===== config.mk =====
export PLATFORM = sky130hd
export DESIGN_NAME = keypad_scan_ctrl
export DESIGN_NICKNAME = d
export VERILOG_FILES = /design/src/rtl/keypad_scan_ctrl.sv
export SDC_FILE = /design/constraint.sdc
export NUM_CORES = 1
export LEC_CHECK = 0
export BUFFER_PORTS_ARGS = -buffer_cell sky130_fd_sc_hd__buf_2
export CAP_MARGIN = 20
export CORE_UTILIZATION = 40
export CTS_BUF_LIST = sky130_fd_sc_hd__clkbuf_8
export CTS_CLUSTER_DIAMETER = 100
export DETAILED_ROUTE_END_ITERATION = 16
export REMOVE_ABC_BUFFERS = 1
export SLEW_MARGIN = 10
export SYNTH_ARGS = -nofsm -noshare
export SYNTH_HDL_FRONTEND = slang
export SYNTH_SLANG_ARGS = --single-unit

===== constraint.sdc =====
create_clock -name i_clk -period 6.1 [get_ports i_clk]
set_input_delay 1.22 -clock i_clk [delete_from_list [all_inputs] [get_ports i_clk]]
set_output_delay 1.22 -clock i_clk [all_outputs]
set_load 0.01 [all_outputs]

===== src/rtl/keypad_scan_ctrl.sv =====
// 4x4 keypad scanner: strobes rows, debounces whole 16-bit frames and emits press/release events.
// One event in flight; scanning stalls in EMIT until the consumer takes it via valid/ready.
module keypad_scan_ctrl #(
  parameter int SETTLE_CYCLES   = 10,
  parameter int DEBOUNCE_FRAMES = 4
) (
  input  logic       i_clk,
  input  logic       i_rst_n,
  input  logic       i_scan_en,
  input  logic [3:0] i_col,
  output logic [3:0] o_row,
  output logic       o_key_valid,
  input  logic       i_key_ready,
  output logic [3:0] o_key_code,
  output logic       o_key_press,
  output logic       o_multi_key
);

  localparam int SW = (SETTLE_CYCLES > 1) ? $clog2(SETTLE_CYCLES + 1) : 1;
  localparam int DW = (DEBOUNCE_FRAMES > 1) ? $clog2(DEBOUNCE_FRAMES + 1) : 1;
  localparam logic [SW-1:0] SETTLE_LAST = SW'(SETTLE_CYCLES - 1);
  localparam logic [DW-1:0] DEB_MAX     = DW'(DEBOUNCE_FRAMES);
  localparam logic [3:0]    ROW_IDLE    = 4'b1111;
  localparam logic [3:0]    ROW_FIRST   = 4'b1110;

  typedef enum logic [2:0] {
    S_IDLE,
    S_DRIVE,
    S_SAMPLE,
    S_EVAL,
    S_EMIT
  } state_t;

  state_t        r_state;
  logic [1:0]    r_row_idx;
  logic [SW-1:0] r_settle;
  logic [15:0]   r_frame;
  logic [15:0]   r_cand;
  logic [15:0]   r_stable;
  logic [DW-1:0] r_deb_cnt;
  logic          r_held_vld;
  logic [3:0]    r_held_code;
  logic          r_pend;
  logic [3:0]    r_row;
  logic          r_key_valid;
  logic [3:0]    r_key_code;
  logic          r_key_press;
  logic          r_multi_key;

  logic [DW-1:0] w_deb_next;
  logic          w_apply;
  logic [4:0]    w_nkeys;
  logic [3:0]    w_key_idx;
  logic          w_ev_vld;
  logic [3:0]    w_ev_code;
  logic          w_ev_press;
  logic          w_held_vld_nxt;
  logic [3:0]    w_held_code_nxt;
  logic          w_pend_nxt;
  logic          w_multi_nxt;
  logic [3:0]    w_row_next;
  logic [3:0]    w_frame_base;

  assign o_row       = r_row;
  assign o_key_valid = r_key_valid;
  assign o_key_code  = r_key_code;
  assign o_key_press = r_key_press;
  assign o_multi_key = r_multi_key;

  assign w_row_next   = ~(4'b0001 << (r_row_idx + 2'd1));
  assign w_frame_base = {r_row_idx, 2'b00};

  // Debounce count for the frame just completed, saturating at DEB_MAX.
  always_comb begin
    w_deb_next = DW'(1);
    if (r_frame == r_cand) begin
      w_deb_next = (r_deb_cnt == DEB_MAX) ? DEB_MAX : (r_deb_cnt + DW'(1));
    end
  end

  // A pending re-evaluation forces the rules to run again on an unchanged stable frame.
  assign w_apply = (w_deb_next == DEB_MAX) && ((r_frame != r_stable) || r_pend);

  always_comb begin
    w_nkeys   = '0;
    w_key_idx = '0;
    for (int i = 0; i < 16; i++) begin
      w_nkeys = w_nkeys + {4'd0, r_frame[i]};
    end
    for (int i = 15; i >= 0; i--) begin
      if (r_frame[i]) begin
        w_key_idx = 4'(i);
      end
    end
  end

  always_comb begin
    w_ev_vld        = 1'b0;
    w_ev_code       = r_held_code;
    w_ev_press      = 1'b0;
    w_held_vld_nxt  = r_held_vld;
    w_held_code_nxt = r_held_code;
    w_pend_nxt      = 1'b0;
    w_multi_nxt     = (w_nkeys >= 5'd2);
    if (w_nkeys == 5'd1) begin
      if (!r_held_vld) begin
        w_ev_vld        = 1'b1;
        w_ev_code       = w_key_idx;
        w_ev_press      = 1'b1;
        w_held_vld_nxt  = 1'b1;
        w_held_code_nxt = w_key_idx;
      end else if (w_key_idx != r_held_code) begin
        // Release the old key now; the new one is pressed on the next stable evaluation.
        w_ev_vld       = 1'b1;
        w_ev_code      = r_held_code;
        w_ev_press     = 1'b0;
        w_held_vld_nxt = 1'b0;
        w_pend_nxt     = 1'b1;
      end
    end else if ((w_nkeys == 5'd0) && r_held_vld) begin
      w_ev_vld       = 1'b1;
      w_ev_code      = r_held_code;
      w_ev_press     = 1'b0;
      w_held_vld_nxt = 1'b0;
    end
  end

  always_ff @(posedge i_clk) begin
    if (!i_rst_n) begin
      r_state     <= S_IDLE;
      r_row_idx   <= '0;
      r_settle    <= '0;
      r_frame     <= '0;
      r_cand      <= '0;
      r_stable    <= '0;
      r_deb_cnt   <= '0;
      r_held_vld  <= 1'b0;
      r_held_code <= '0;
      r_pend      <= 1'b0;
      r_row       <= ROW_IDLE;
      r_key_valid <= 1'b0;
      r_key_code  <= '0;
      r_key_press <= 1'b0;
      r_multi_key <= 1'b0;
    end else begin
      case (r_state)
        S_IDLE: begin
          r_row <= ROW_IDLE;
          if (i_scan_en) begin
            r_state   <= S_DRIVE;
            r_row_idx <= '0;
            r_settle  <= '0;
            r_row     <= ROW_FIRST;
          end
        end

        S_DRIVE: begin
          if (r_settle == SETTLE_LAST) begin
            r_state <= S_SAMPLE;
          end else begin
            r_settle <= r_settle + SW'(1);
          end
        end

        S_SAMPLE: begin
          r_frame[w_frame_base +: 4] <= ~i_col;
          if (r_row_idx != 2'd3) begin
            r_state   <= S_DRIVE;
            r_row_idx <= r_row_idx + 2'd1;
            r_settle  <= '0;
            r_row     <= w_row_next;
          end else begin
            r_state <= S_EVAL;
            r_row   <= ROW_IDLE;
          end
        end

        S_EVAL: begin
          r_cand    <= r_frame;
          r_deb_cnt <= w_deb_next;
          if (w_apply) begin
            r_stable    <= r_frame;
            r_multi_key <= w_multi_nxt;
            r_held_vld  <= w_held_vld_nxt;
            r_held_code <= w_held_code_nxt;
            r_pend      <= w_pend_nxt;
          end
          if (w_apply && w_ev_vld) begin
            r_state     <= S_EMIT;
            r_key_valid <= 1'b1;
            r_key_code  <= w_ev_code;
            r_key_press <= w_ev_press;
          end else if (i_scan_en) begin
            r_state   <= S_DRIVE;
            r_row_idx <= '0;
            r_settle  <= '0;
            r_row     <= ROW_FIRST;
          end else begin
            r_state <= S_IDLE;
          end
        end

        S_EMIT: begin
          if (i_key_ready) begin
            r_key_valid <= 1'b0;
            if (i_scan_en) begin
              r_state   <= S_DRIVE;
              r_row_idx <= '0;
              r_settle  <= '0;
              r_row     <= ROW_FIRST;
            end else begin
              r_state <= S_IDLE;
            end
          end
        end

        default: begin
          r_state <= S_IDLE;
          r_row   <= ROW_IDLE;
        end
      endcase
    end
  end

endmodule


==> Yosys cells after proc, flatten, opt, wreduce, memory -nomap -nowiden <==
Index checks and enable logic that the tools add are counted.
{ "word_totals": {"out_inout_bits": 11, "regBits": 77, "wordCells": 138, "inputBits": 8} }
{ "op_classes": {"order_cmp": 1, "bitwise_logic": 3, "reduce_logical": 18, "shifts": 3, "n_eq_ne": 19, "muxes": 60, "add_sub_neg": 19} }
{ "op_table": {"columns": ["operator", "n"], "rows": [
  ["$mux 4", 27],
  ["$add 5x1->5", 11],
  ["$pmux 4 s5", 2],
  ["$mux 3", 6],
  ["$bwmux 16", 1],
  ["$eq 16x16->1", 1],
  ["$mux 1", 16],
  ["$ne 16x16->1", 1],
  ["$ne 2x2->1 const B", 8],
  ["$shift 4x6->16 const A", 1],
  ["$shiftx 4x6->16", 1],
  ["$pmux 3 s5", 1],
  ["$reduce_and 3->1", 4],
  ["$mux 2", 5],
  ["$eq 3x3->1 const B", 3],
  ["$not 4->4", 2],
  ["$pmux 2 s4", 1],
  ["$eq 3x2->1 const B", 2],
  ["$neg 4->6", 1],
  ["$add 4x1->5", 1],
  ["$eq 5x1->1 const B", 1],
  ["$ge 5x2->1 const B", 1],
  ["$logic_not 5->1", 1],
  ["$reduce_and 5->1", 1],
  ["20 further kinds", 24]
]} }

==> Logic depth before layout (Yosys ltp) <==
{ "depth": {"ltp_word": 23, "ltp_mapped": 18, "mapped_depth_nobuf": 17} }

==> Worst setup path after synthesis <==
Ideal clock, no wire load.
{ "synth_timing": {"path_kind": "flip-flop to flip-flop", "from": "register r_frame[5]", "to": "register r_key_code[0], in the netlist o_key_code[0]", "setup_ps": 116, "required_ps": 5984, "path_stages_with_launch": 18, "synth_period_minus_slack_ps": 4689, "path_slack_ps": 1411, "t_arrival_ps": 4573, "n_path_buf": 1, "cell_sequence": "dfxtp_1 -> buf_2 -> inv_1 -> fa_1 -> inv_1 -> fa_1 -> fa_1 -> inv_1 -> fa_1 -> inv_1 -> ha_1 -> fa_1 -> nor3_1 -> nand2_1 -> nor3_1 -> mux2_2 -> mux2i_1 -> nor2b_1"} }
{ "synth_via": {"elab_chain_len": 17, "word_cells_on_any_way": 35, "cone_classes": "11 x add/sub; 5 x eq/ne; 13 x mux; 6 x reduce/logical"} }
{ "synth_rtl": {"columns": ["element", "line_no", "rtl"], "rows": [
  ["from (decl)", "37", "logic [15:0] r_frame;"],
  ["from (signal, indexed assignment)", "166", "r_frame[w_frame_base +: 4] <= ~i_col;"],
  ["$add 5x1->5 (11 in series)", "88", "w_nkeys = w_nkeys + {4'd0, r_frame[i]};"],
  ["$logic_not 5->1", "120", "end else if ((w_nkeys == 5'd0) && r_held_vld) begin"],
  ["$logic_and 1x1->1", "120", null],
  ["$mux 1", "120", null],
  ["$mux 1", "105", "if (w_nkeys == 5'd1) begin"],
  ["$logic_and 1x1->1", "188", "if (w_apply && w_ev_vld) begin"],
  ["$reduce_and 2->1 (no source line)", null, null],
  ["to (signal assigned)", "191", "r_key_code <= w_ev_code;"],
  ["to (decl)", "46", "logic [3:0] r_key_code;"]
]} }
Several ways; a longest one is shown, not always the timed one.
A chain may end at the register's enable or synchronous reset.

==> Worst setup path in the final report <==
Same ends and word-level chain as after synthesis.

==> impl_metrics.toml <==
[route]
drt_iter0_markers = 196
drtAntennaViolNets = 0
first_pass_iters = 4
vias = 3579
drt-total-wl_mm = 10.6
wl_per_cell_um = 15.7
drc = 0
vias_per_cell = 5.33

[global_routing]
grt_pass1_wl_mm = 17.5
grt_pass1_vias = 3511
grt-ovfl-total = 0
antenna_found_initial = 0
gr-usage-all-layers_pct = 20.0
grt_max_degree = 50

[power_and_ir_drop]
finalPower_uw = 959
powerDensity_nw_per_um2 = 203
p_leak_uw = 0.00192
vdd_drop_max_mv = 0.155

[synth]
synthCells = 527
synth_area_leaders = "dfxtp_1 35%, nand2_1 5.0%, a21oi_1 4.7%"
synth.avg_cell_area_um2 = 8.37
synth_top_cell_by_area = "dfxtp_1"
yosys-top-cells-count = "77 x dfxtp_1, 59 x nand2_1, 43 x nor2_1, 41 x a21oi_1, 35 x inv_1"
synth_edf_count = 0
synth_flop_cell = "dfxtp_1"
synth_area_um2 = 4410
ys_ff_latch = 77
synthArstFlopShare_pct = 0
yosysWarningCount = 0
yosysSeqAreaShare_pct = 35.0
synth_top_area_share_pct = 35.0
synth_most_common_cell = "dfxtp_1"
ys_types = 60

[sta]
setup-violations-final = 0
finalMaxSlewViolations = 0
fmaxAchievable_mhz = 192
max_slew_margin_pct = 37.0
fin_crit_ps = 5220
grt_setup_unrepaired = "no"
finClkSkew_ps = 8.75
finalCritPeriodShare_pct = 85.6
hold_viol_final = 0
finalWorstSetupSlack_ps = 880
setup_tns_ps = 0
tightest_slew_ps = 943

[clock_tree]
cts_made_buffers = 9
cts_resized = 0
cts_hold_buf = 0
cts_root_buffer = "clkbuf_8"
cts.clk_slew.worst_paths_ps = 80
htreeDepth = 3
cts_setup_buffers = 0
clk_latency_ps = 360
cts_tree = "yes"
cts.sinks = 77
clockBufferDepth = 2

[floorplanning]
die_x_um = 107
rows = 37
start_util_pct = 42.0
dieArea_um2 = 11500
pin_count = 19
die_h_um = 107
coreArea_um2 = 10500

[hold_path]
min_path_type = "reg2reg"

[layout]
multi_input_area_um2 = 2550
drive_above_1_share_pct = 9.91
final_nets = 565
fin_util_pct = 45.0
fin_area_um2 = 4730
synthToLayoutAreaGrowth_pct = 7.23
seq_area_um2 = 1540
fill_cells = 1037
n_antenna_cell = 0

[worst_setup_path]
critPathLaunchType = "flop"
crit_fanout = 10
crit_type = "reg2reg"
cp-end-kind = "flop"
cp.arrival_ps = 5480
worstPathRequired_ps = 6360

[placed_design]
placed_area_um2 = 4550
place_ws_ps = 948
dp.final_hpwl_mm = 7.56
portBuffers = 18
gp_congestion = 0.871

[status]
run_status = "complete, no violations"

[run]
drv_cap = 0
## critical path, stage by stage, from the launching register on
cell	delay, ps
dfxtp_1	590
inv_1	150
fa_1	550
inv_1	50
fa_1	450
fa_1	510
inv_1	50
fa_1	470
inv_1	50
ha_1	200
fa_1	450
nor3_1	170
nand2_1	180
nor3_1	660
mux2_2	410
mux2i_1	120
nor2b_1	60
## final timing paths
kind,from,end,slack (ps),depth (start not counted)
max reg2reg,r_frame[5],o_key_code[0],880,16
min reg2reg,r_cand[0],r_cand[0],470,2
max,r_frame[5],o_key_code[0],880,16
min,r_cand[0],r_cand[0],470,2
## cell type report
cell class | count | share of cell area, %
inverters | 36 | 2.86
flip-flops and latches | 77 | 32.6
clock buffers | 11 | 3.20
multi-input cells | 380 | 53.9
clock inverters | 4 | 0.529
repair buffers | 27 | 3.33
well taps | 136 | 3.60
## cell families after synthesis
kind of cell / count (synthesis) / share of synthesized area, %
simple gates: 206 / 24.2
compound gates: 96 / 13.4
flops: 77 / 35.0
buf+inv: 70 / 7.26
xor+xnor: 33 / 6.72
fa+ha+maj: 26 / 9.08
mux: 19 / 4.34
## per-layer routing
metal	GRT usage, %	wire length [um]	part of all wire [%]	up-vias
met1	25.8	4990	47	1717
met4	7.34	199	1.9	0
met2	32.4	4830	46	70
met5	0	0	0	-
met3	4.80	543	5.1	17
li1	-	-	-	1775
## power by group
group	internal (uW)	total [uW]	switching (uW)	leakage (uW)
registers	507	517	9.58	0.000621
logic	32.9	85.9	53.0	0.00121
clock network	166	356	190	0.0000926
## state kept, by name, indices dropped and copies added, names as in the netlist
signal       count
o_key_valid      1
r_stable        16
o_key_code       4
o_key_press      1
r_held_code      4
o_row            4
o_multi_key      1
r_deb_cnt        3
r_state          3
r_held_vld       1
r_cand          16
r_frame         16
r_settle         4
r_pend           1
r_row_idx        2
## stage by stage
step / hold slack, ps / instances
after floorplan: 430 / 493
after global placement: 456 / 656
after detailed placement: 461 / 656
after CTS: 471 / 671
after global routing: 489 / 671
final: 472 / 671
## cells in the final DEF (no fill, tap or decap), types with 11 or more instances in the layout
master	synthesis	final
dfxtp_1	77	77
nand2_1	59	59
nor2_1	43	43
a21oi_1	41	41
inv_1	35	36
nor2b_1	26	26
nor3_1	22	22
mux2i_1	18	18
buf_2	10	18
o21ai_0	16	16
xor2_1	16	16
xnor2_1	16	16
ha_1	16	16
clkbuf_8	0	11
No activity file was read; power rests on OpenSTA's default activity.
